`config.mk`:
```
export PLATFORM = sky130hd
export DESIGN_NAME = data_mem_subword
export DESIGN_NICKNAME = d
export VERILOG_FILES = /design/src/rtl/data_mem_pkg.sv /design/src/rtl/dmem_load_extend.sv /design/src/rtl/data_mem_subword.sv
export SDC_FILE = /design/constraint.sdc
export NUM_CORES = 2
export LEC_CHECK = 0
export CAP_MARGIN = 10
export CELL_PAD_IN_SITES_DETAIL_PLACEMENT = 0
export CELL_PAD_IN_SITES_GLOBAL_PLACEMENT = 1
export CORE_MARGIN = 1
export CORE_UTILIZATION = 40
export CTS_CLUSTER_DIAMETER = 30
export DETAILED_ROUTE_END_ITERATION = 10
export GPL_TIMING_DRIVEN = 0
export PLACE_DENSITY_LB_ADDON = 0.1
export SKIP_LAST_GASP = 1
export SLEW_MARGIN = 20
export SYNTH_ARGS = -nofsm -noshare
export SYNTH_HDL_FRONTEND = slang
export SYNTH_HIERARCHICAL = 1
export SYNTH_SLANG_ARGS = --single-unit
export TNS_END_PERCENT = 50
```
`constraint.sdc`:
```
create_clock -name clk -period 11 [get_ports clk]
set_input_delay 1.1 -clock clk [delete_from_list [all_inputs] [get_ports clk]]
set_output_delay 1.1 -clock clk [all_outputs]
set_load 0.01 [all_outputs]
```
`src/rtl/data_mem_pkg.sv`:
```
// Shared types and helpers for the sub-word MIPS data memory.
// Size and FSM encodings, lane count, alignment and lane-mask helpers.
package data_mem_pkg;

  localparam int DATA_W = 32;
  localparam int LANES  = DATA_W / 8;

  // Encoding 2'b11 is reserved and decodes as a word everywhere.
  typedef enum logic [1:0] {
    SZ_BYTE = 2'b00,
    SZ_HALF = 2'b01,
    SZ_WORD = 2'b10
  } size_e;

  typedef enum logic [1:0] {
    ST_IDLE = 2'd0,
    ST_BUSY = 2'd1,
    ST_RESP = 2'd2
  } state_e;

  function automatic logic is_misaligned(input logic [1:0] size, input logic [1:0] off);
    if (size == SZ_BYTE)      return 1'b0;
    else if (size == SZ_HALF) return off[0];
    else                      return (off != 2'b00);
  endfunction

  // Byte-enable mask of the lanes touched by an access of this size and offset.
  function automatic logic [LANES-1:0] lane_mask(input logic [1:0] size, input logic [1:0] off);
    if (size == SZ_BYTE)      return LANES'(1) << off;
    else if (size == SZ_HALF) return off[1] ? 4'b1100 : 4'b0011;
    else                      return {LANES{1'b1}};
  endfunction

endpackage

```
`src/rtl/dmem_load_extend.sv`:
```
// Load aligner: picks the addressed byte/half out of a 32-bit word,
// right-justifies it and sign- or zero-extends it.
module dmem_load_extend
  import data_mem_pkg::*;
(
  input  logic [31:0] word,
  input  logic [1:0]  offset,
  input  logic [1:0]  size,
  input  logic        is_unsigned,
  output logic [31:0] result
);

  logic [7:0]  byte_sel;
  logic [15:0] half_sel;
  logic        fill;

  // NOTE: every signal written in always_comb gets a value on every path
  // (defaults first), otherwise synthesis infers a latch.
  always_comb begin
    byte_sel = word[{offset, 3'b000} +: 8];
    half_sel = offset[1] ? word[31:16] : word[15:0];
    fill     = 1'b0;
    result   = word;
    if (size == SZ_BYTE) begin
      fill   = ~is_unsigned & byte_sel[7];
      result = {{24{fill}}, byte_sel};
    end else if (size == SZ_HALF) begin
      fill   = ~is_unsigned & half_sel[15];
      result = {{16{fill}}, half_sel};
    end
  end

endmodule

```
`src/rtl/data_mem_subword.sv`:
```
// MIPS data memory with lb/lbu/lh/lhu/lw/sb/sh/sw, LATENCY-cycle access and
// valid/ready handshake. Optional misalignment trap: DMEM_ALIGN_CHECK_EN.
module data_mem_subword
  import data_mem_pkg::*;
#(
  parameter int ADDR_W  = 8,
  parameter int LATENCY = 1   // legal range 1..15
) (
  input  logic              clk,
  input  logic              rst_n,
  input  logic              req_valid,
  output logic              req_ready,
  input  logic              req_we,
  input  logic [1:0]        req_size,
  input  logic              req_unsigned,
  input  logic [ADDR_W-1:0] req_addr,
  input  logic [31:0]       req_wdata,
  output logic              resp_valid,
  output logic [31:0]       resp_rdata,
  output logic              resp_err
);

  localparam int               DEPTH    = 1 << (ADDR_W - 2);
  localparam int               CNT_W    = 4;
  localparam logic [CNT_W-1:0] CNT_LOAD = CNT_W'(LATENCY - 1);

  state_e            state, state_nx;
  logic [CNT_W-1:0]  cnt;
  logic              ready_q;

  logic              we_q;
  logic [1:0]        size_q;
  logic              uns_q;
  logic [ADDR_W-1:0] addr_q;
  logic [31:0]       wdata_q;

  logic [31:0]       mem [DEPTH];

  logic              accept;
  logic              access;
  logic              misalign;
  logic [1:0]        eff_off;
  logic [ADDR_W-3:0] word_idx;
  logic [31:0]       rd_word;
  logic [31:0]       ld_data;
  logic [LANES-1:0]  wmask;
  logic [31:0]       wr_lanes;
  logic [31:0]       merged;

  assign accept    = req_valid & ready_q;
  assign access    = (state == ST_BUSY) && (cnt == '0);
  assign req_ready = ready_q;

`ifdef DMEM_ALIGN_CHECK_EN
  assign misalign = is_misaligned(size_q, addr_q[1:0]);
  assign eff_off  = addr_q[1:0];
`else
  // Without the trap, offending low address bits are simply ignored.
  assign misalign = 1'b0;
  always_comb begin
    eff_off = 2'b00;
    if (size_q == SZ_BYTE)      eff_off = addr_q[1:0];
    else if (size_q == SZ_HALF) eff_off = {addr_q[1], 1'b0};
  end
`endif

  assign word_idx = addr_q[ADDR_W-1:2];
  assign rd_word  = mem[word_idx];

  dmem_load_extend u_load_extend (
    .word        (rd_word),
    .offset      (eff_off),
    .size        (size_q),
    .is_unsigned (uns_q),
    .result      (ld_data)
  );

  // Store lane merge: replicate the right-justified data into every lane,
  // then take only the enabled lanes over the current word.
  always_comb begin
    wmask    = lane_mask(size_q, eff_off);
    wr_lanes = wdata_q;
    if (size_q == SZ_BYTE)      wr_lanes = {4{wdata_q[7:0]}};
    else if (size_q == SZ_HALF) wr_lanes = {2{wdata_q[15:0]}};
    for (int i = 0; i < LANES; i++) begin
      merged[8*i +: 8] = wmask[i] ? wr_lanes[8*i +: 8] : rd_word[8*i +: 8];
    end
  end

  // A new request may be taken in IDLE or in the RESP cycle.
  always_comb begin
    state_nx = state;
    case (state)
      ST_IDLE: if (accept) state_nx = ST_BUSY;
      ST_BUSY: if (cnt == '0) state_nx = ST_RESP;
      ST_RESP: state_nx = accept ? ST_BUSY : ST_IDLE;
      default: state_nx = ST_IDLE;
    endcase
  end

  // NOTE: sequential state uses non-blocking assignments only, so every
  // flop samples pre-edge values regardless of block ordering.
  always_ff @(posedge clk or negedge rst_n) begin
    if (!rst_n) begin
      state      <= ST_IDLE;
      cnt        <= '0;
      ready_q    <= 1'b0;
      resp_valid <= 1'b0;
      resp_rdata <= '0;
      resp_err   <= 1'b0;
    end else begin
      state      <= state_nx;
      ready_q    <= (state_nx != ST_BUSY);
      resp_valid <= access;
      if (accept)                               cnt <= CNT_LOAD;
      else if (state == ST_BUSY && cnt != '0)   cnt <= cnt - 1'b1;
      if (access) begin
        resp_rdata <= (we_q || misalign) ? 32'h0 : ld_data;
        resp_err   <= misalign;
      end
    end
  end

  always_ff @(posedge clk or negedge rst_n) begin
    if (!rst_n) begin
      we_q    <= 1'b0;
      size_q  <= 2'b00;
      uns_q   <= 1'b0;
      addr_q  <= '0;
      wdata_q <= '0;
    end else if (accept) begin
      we_q    <= req_we;
      size_q  <= req_size;
      uns_q   <= req_unsigned;
      addr_q  <= req_addr;
      wdata_q <= req_wdata;
    end
  end

  // NOTE: the array has no reset so it maps onto RAM; an aborted store never
  // writes because reset forces the FSM out of BUSY before the access edge.
  always_ff @(posedge clk) begin
    if (access && we_q && !misalign) mem[word_idx] <= merged;
  end

endmodule

```
==> impl_results.md <==
- Synth Register Bits: 2,132
- Asr flop ratio synth: 3.94%
- Largest net degree at the start of global routing: 65
- Postcts setup bufs: 0
- EDFF count, synth: 2,048
- Synth Instances: 4,862
- Layout net count: 5,682
- Max-cap violation count: 0
- Cell area after layout: 109,000 um^2
- Detailed-route DRC error count: 0
- CP required: 11.83 ns
- Clock-pin slew on the worst setup and hold paths: 0.04 ns
- Post-cts resize count: 0
- Fraction of layout cells with a size suffix above 1: 24.8%
- Syn-to-layout area delta: 31.4%
- Routed length per instance: 40.7 um
- PwrDens: 391 nW/um^2
- Synth Cell Area: 82,800 um^2
- Root buffer cell: clkbuf_16
- Crit Path Class: register to register
- Crit-path max cell delay: 1.01 ns
- Routed vias/inst: 6.43
- Crit-path slowest cell: a211oi_1
- FMAX: 0.146 GHz
- Outcome: complete, no violations
- Io pins: 82
- CP Cell Sequence: buf_2, buf_2, nand2b_1, buf_2, nor2_2, a221oi_1, a31oi_1, a211oi_1, nand2_1, mux4_1, nor2_1, a211oi_1, nand2b_1, o21ai_0
- # setup viols final: 0
- Placed Instances: 7,849
- Routability Congestion: 0.961
- Maximum VDD drop: 0.499 mV
- Die X: 457 um
- Utilization after layout: 53.0%
- Primary FF master, synth: edfxtp_1
- Drt first-iter violations: 8,831
- Grt ovf: 0
- Worst EP arrival: 7.68 ns
- CTS Sinks: 2,132
- Pre-CTS setup slack: 4.44 ns
- Clock insertion delay at the later pin of the skew report: 1.01 ns
- CTS tree: built
- CTS Hold Bufs: 0
- Row cnt: 166
- Chip height: 457 um
- Num CTS Buffers: 469
- Sequential element share of the synthesized area: 76.8%
- Initial Util: 40.4%
- First-pass GRT wire length: 470,000 um
- I/O Buffers: 80
- Reg2reg path depth: 14
- Min cycle time layout: 6.85 ns
- H-tree Lvls: 5
- Clock power share: 32.7%
- Core area: 205,000 um^2
- Final Hold Viols: 0
- RSZ-0062 raised after global routing: no
- Combinational Power Share: 38.2%
- HPWL after DPL: 251,000 um
- Flop pwr share: 29.1%
- Dpl cell area: 93,100 um^2
- GRT Resource Usage Total: 33.5%
- Setup crit end kind: register
- Clock tree buffer depth: 4
- Worst-margin pin slew: 1.29 ns
- Synth warn: 6
- Net count after synthesis: 4,911
- Final worst-path cycle share: 62.3%
- Relative slew slack: 14.3%
- Final WS setup: 4.15 ns
- Worst Path Max Fanout: 10
- Vias in the first global route: 53,600
- Slew Viols, Final: 0
- Layout Skew: 0.0950 ns
- Die area: 209,000 um^2
- Power, Total: 42.5 mW
- NetSw: 16.5 mW
- Pleak: 36.2 nW
- ANT nets after route: 0
- 1st-pass router iterations: 6
- Post-Route WL: 355,000 um
- Cell Int Power: 26.1 mW
- Startpoint Class: register
- Synth cell types: 78
- DR vias: 56,100
- Hold Path Class: input pin to async pin
- CP dominant cell by count: buf_2
- Sw Share: 38.7%
- Antenna violations before repair: 34
- Non-Filler Instances: 8,718
- Synthesized area per cell: 17.0 um^2
==> power by group through the flow <==
stage          clock network (mW)  registers (mW)  logic [mW]
2_1_floorplan                   0            12.8        6.14
3_3_place_gp                    0            13.4        13.1
5_1_grt                      14.4            12.4        16.4
3_5_place_dp                    0            12.5        15.7
4_1_cts                      13.9            12.4        15.7
6_report                     13.9            12.4        16.3
==> stage by stage <==
step	setup TNS, ns	hold slack, ns
final	0	0.121
after global routing	0	0.143
after CTS	0	0.0799
after detailed placement	0	0.473
after global placement	-1340.73	0.469
after floorplan	0	0.479
==> synth_stat cells, types with 78 or more instances <==
cell | count | area (um^2)
edfxtp_1 | 2048 | 61500
a22oi_1 | 463 | 3480
a221oi_1 | 236 | 2070
o22ai_1 | 231 | 1450
clkbuf_1 | 162 | 608
mux2_2 | 149 | 1680
mux2i_1 | 145 | 1450
buf_2 | 144 | 721
nor2_1 | 136 | 510
nand2_1 | 99 | 372
dfrtp_1 | 84 | 2100
a21oi_1 | 83 | 415
o21ai_0 | 82 | 410
nor3_1 | 78 | 390
==> critical path: cells and delay by family (launching register included) <==
| family | cells | cell delay, ns |
|---|---|---|
| DFF | 1 | 0.36 |
| and+or+nand+nor | 5 | 2.19 |
| muxes | 1 | 0.67 |
| buffers and inverters | 3 | 1.41 |
| AOI/OAI and AO/OA | 5 | 2.02 |
==> final timing paths <==
kind                                           start                   endpoint  slack (ns)
max reg2reg                    addr_q[3]$_DFFE_PN0P_  resp_rdata[0]$_DFFE_PN0N_        4.15
max                            addr_q[3]$_DFFE_PN0P_  resp_rdata[0]$_DFFE_PN0N_        4.15
max in group asynchronous                      rst_n    wdata_q[14]$_DFFE_PN0P_       10.27
min reg2reg                resp_rdata[3]$_DFFE_PN0N_  resp_rdata[3]$_DFFE_PN0N_        0.48
min                                            rst_n      addr_q[2]$_DFFE_PN0P_        0.12
min in group clk           resp_rdata[3]$_DFFE_PN0N_  resp_rdata[3]$_DFFE_PN0N_        0.48
==> routing by layer <==
metal	share of wire (%)	track usage (%)
met1	38	43.9
met2	44	49.5
met3	12	10.1
met4	6.2	19.1
met5	0.028	0
==> layout make-up <==
class                   count  area, um^2
diodes                     19        47.5
plain buffers             386        1810
clock buffers             522       12100
clock inverters           327        3600
fillers                 16500       96300
inverters                  14        52.6
multi-input cells        2330       18400
flip-flops and latches   2132       63600
well taps                2688        3360
repair buffers            300        5900
==> sequential cells by signal, summed over array words and instances, names as in the netlist <==
name / count
addr_q: 8
cnt: 4
mem: 2048
req_ready: 1
resp_rdata: 32
resp_valid: 1
size_q: 2
state: 2
uns_q: 1
wdata_q: 32
we_q: 1
==> cell usage in the layout (no fill, tap or decap), types with 83 or more instances in the layout <==
master | Yosys | layout
a221oi_1 | 236 | 236
edfxtp_1 | 2048 | 2048
nand2_1 | 99 | 99
buf_2 | 144 | 157
dfrtp_1 | 84 | 84
clkinv_2 | 0 | 84
mux2i_1 | 145 | 145
clkbuf_1 | 162 | 183
a21oi_1 | 83 | 83
clkbuf_16 | 0 | 476
clkinv_1 | 0 | 85
o22ai_1 | 231 | 231
buf_16 | 0 | 128
a22oi_1 | 463 | 462
mux2_2 | 149 | 143
==> cell families after synthesis <==
logic type / count (synthesis) / synth area share (%)
mux: 322 / 4.57
other cells: 1 / 0.00453
fa+ha+maj: 2 / 0.0302
flops: 2132 / 76.8
simple gates: 623 / 4.10
buf+inv: 400 / 2.19
compound gates: 1379 / 12.3
xor+xnor: 3 / 0.0317
No activity file was read; power rests on OpenSTA's default activity.
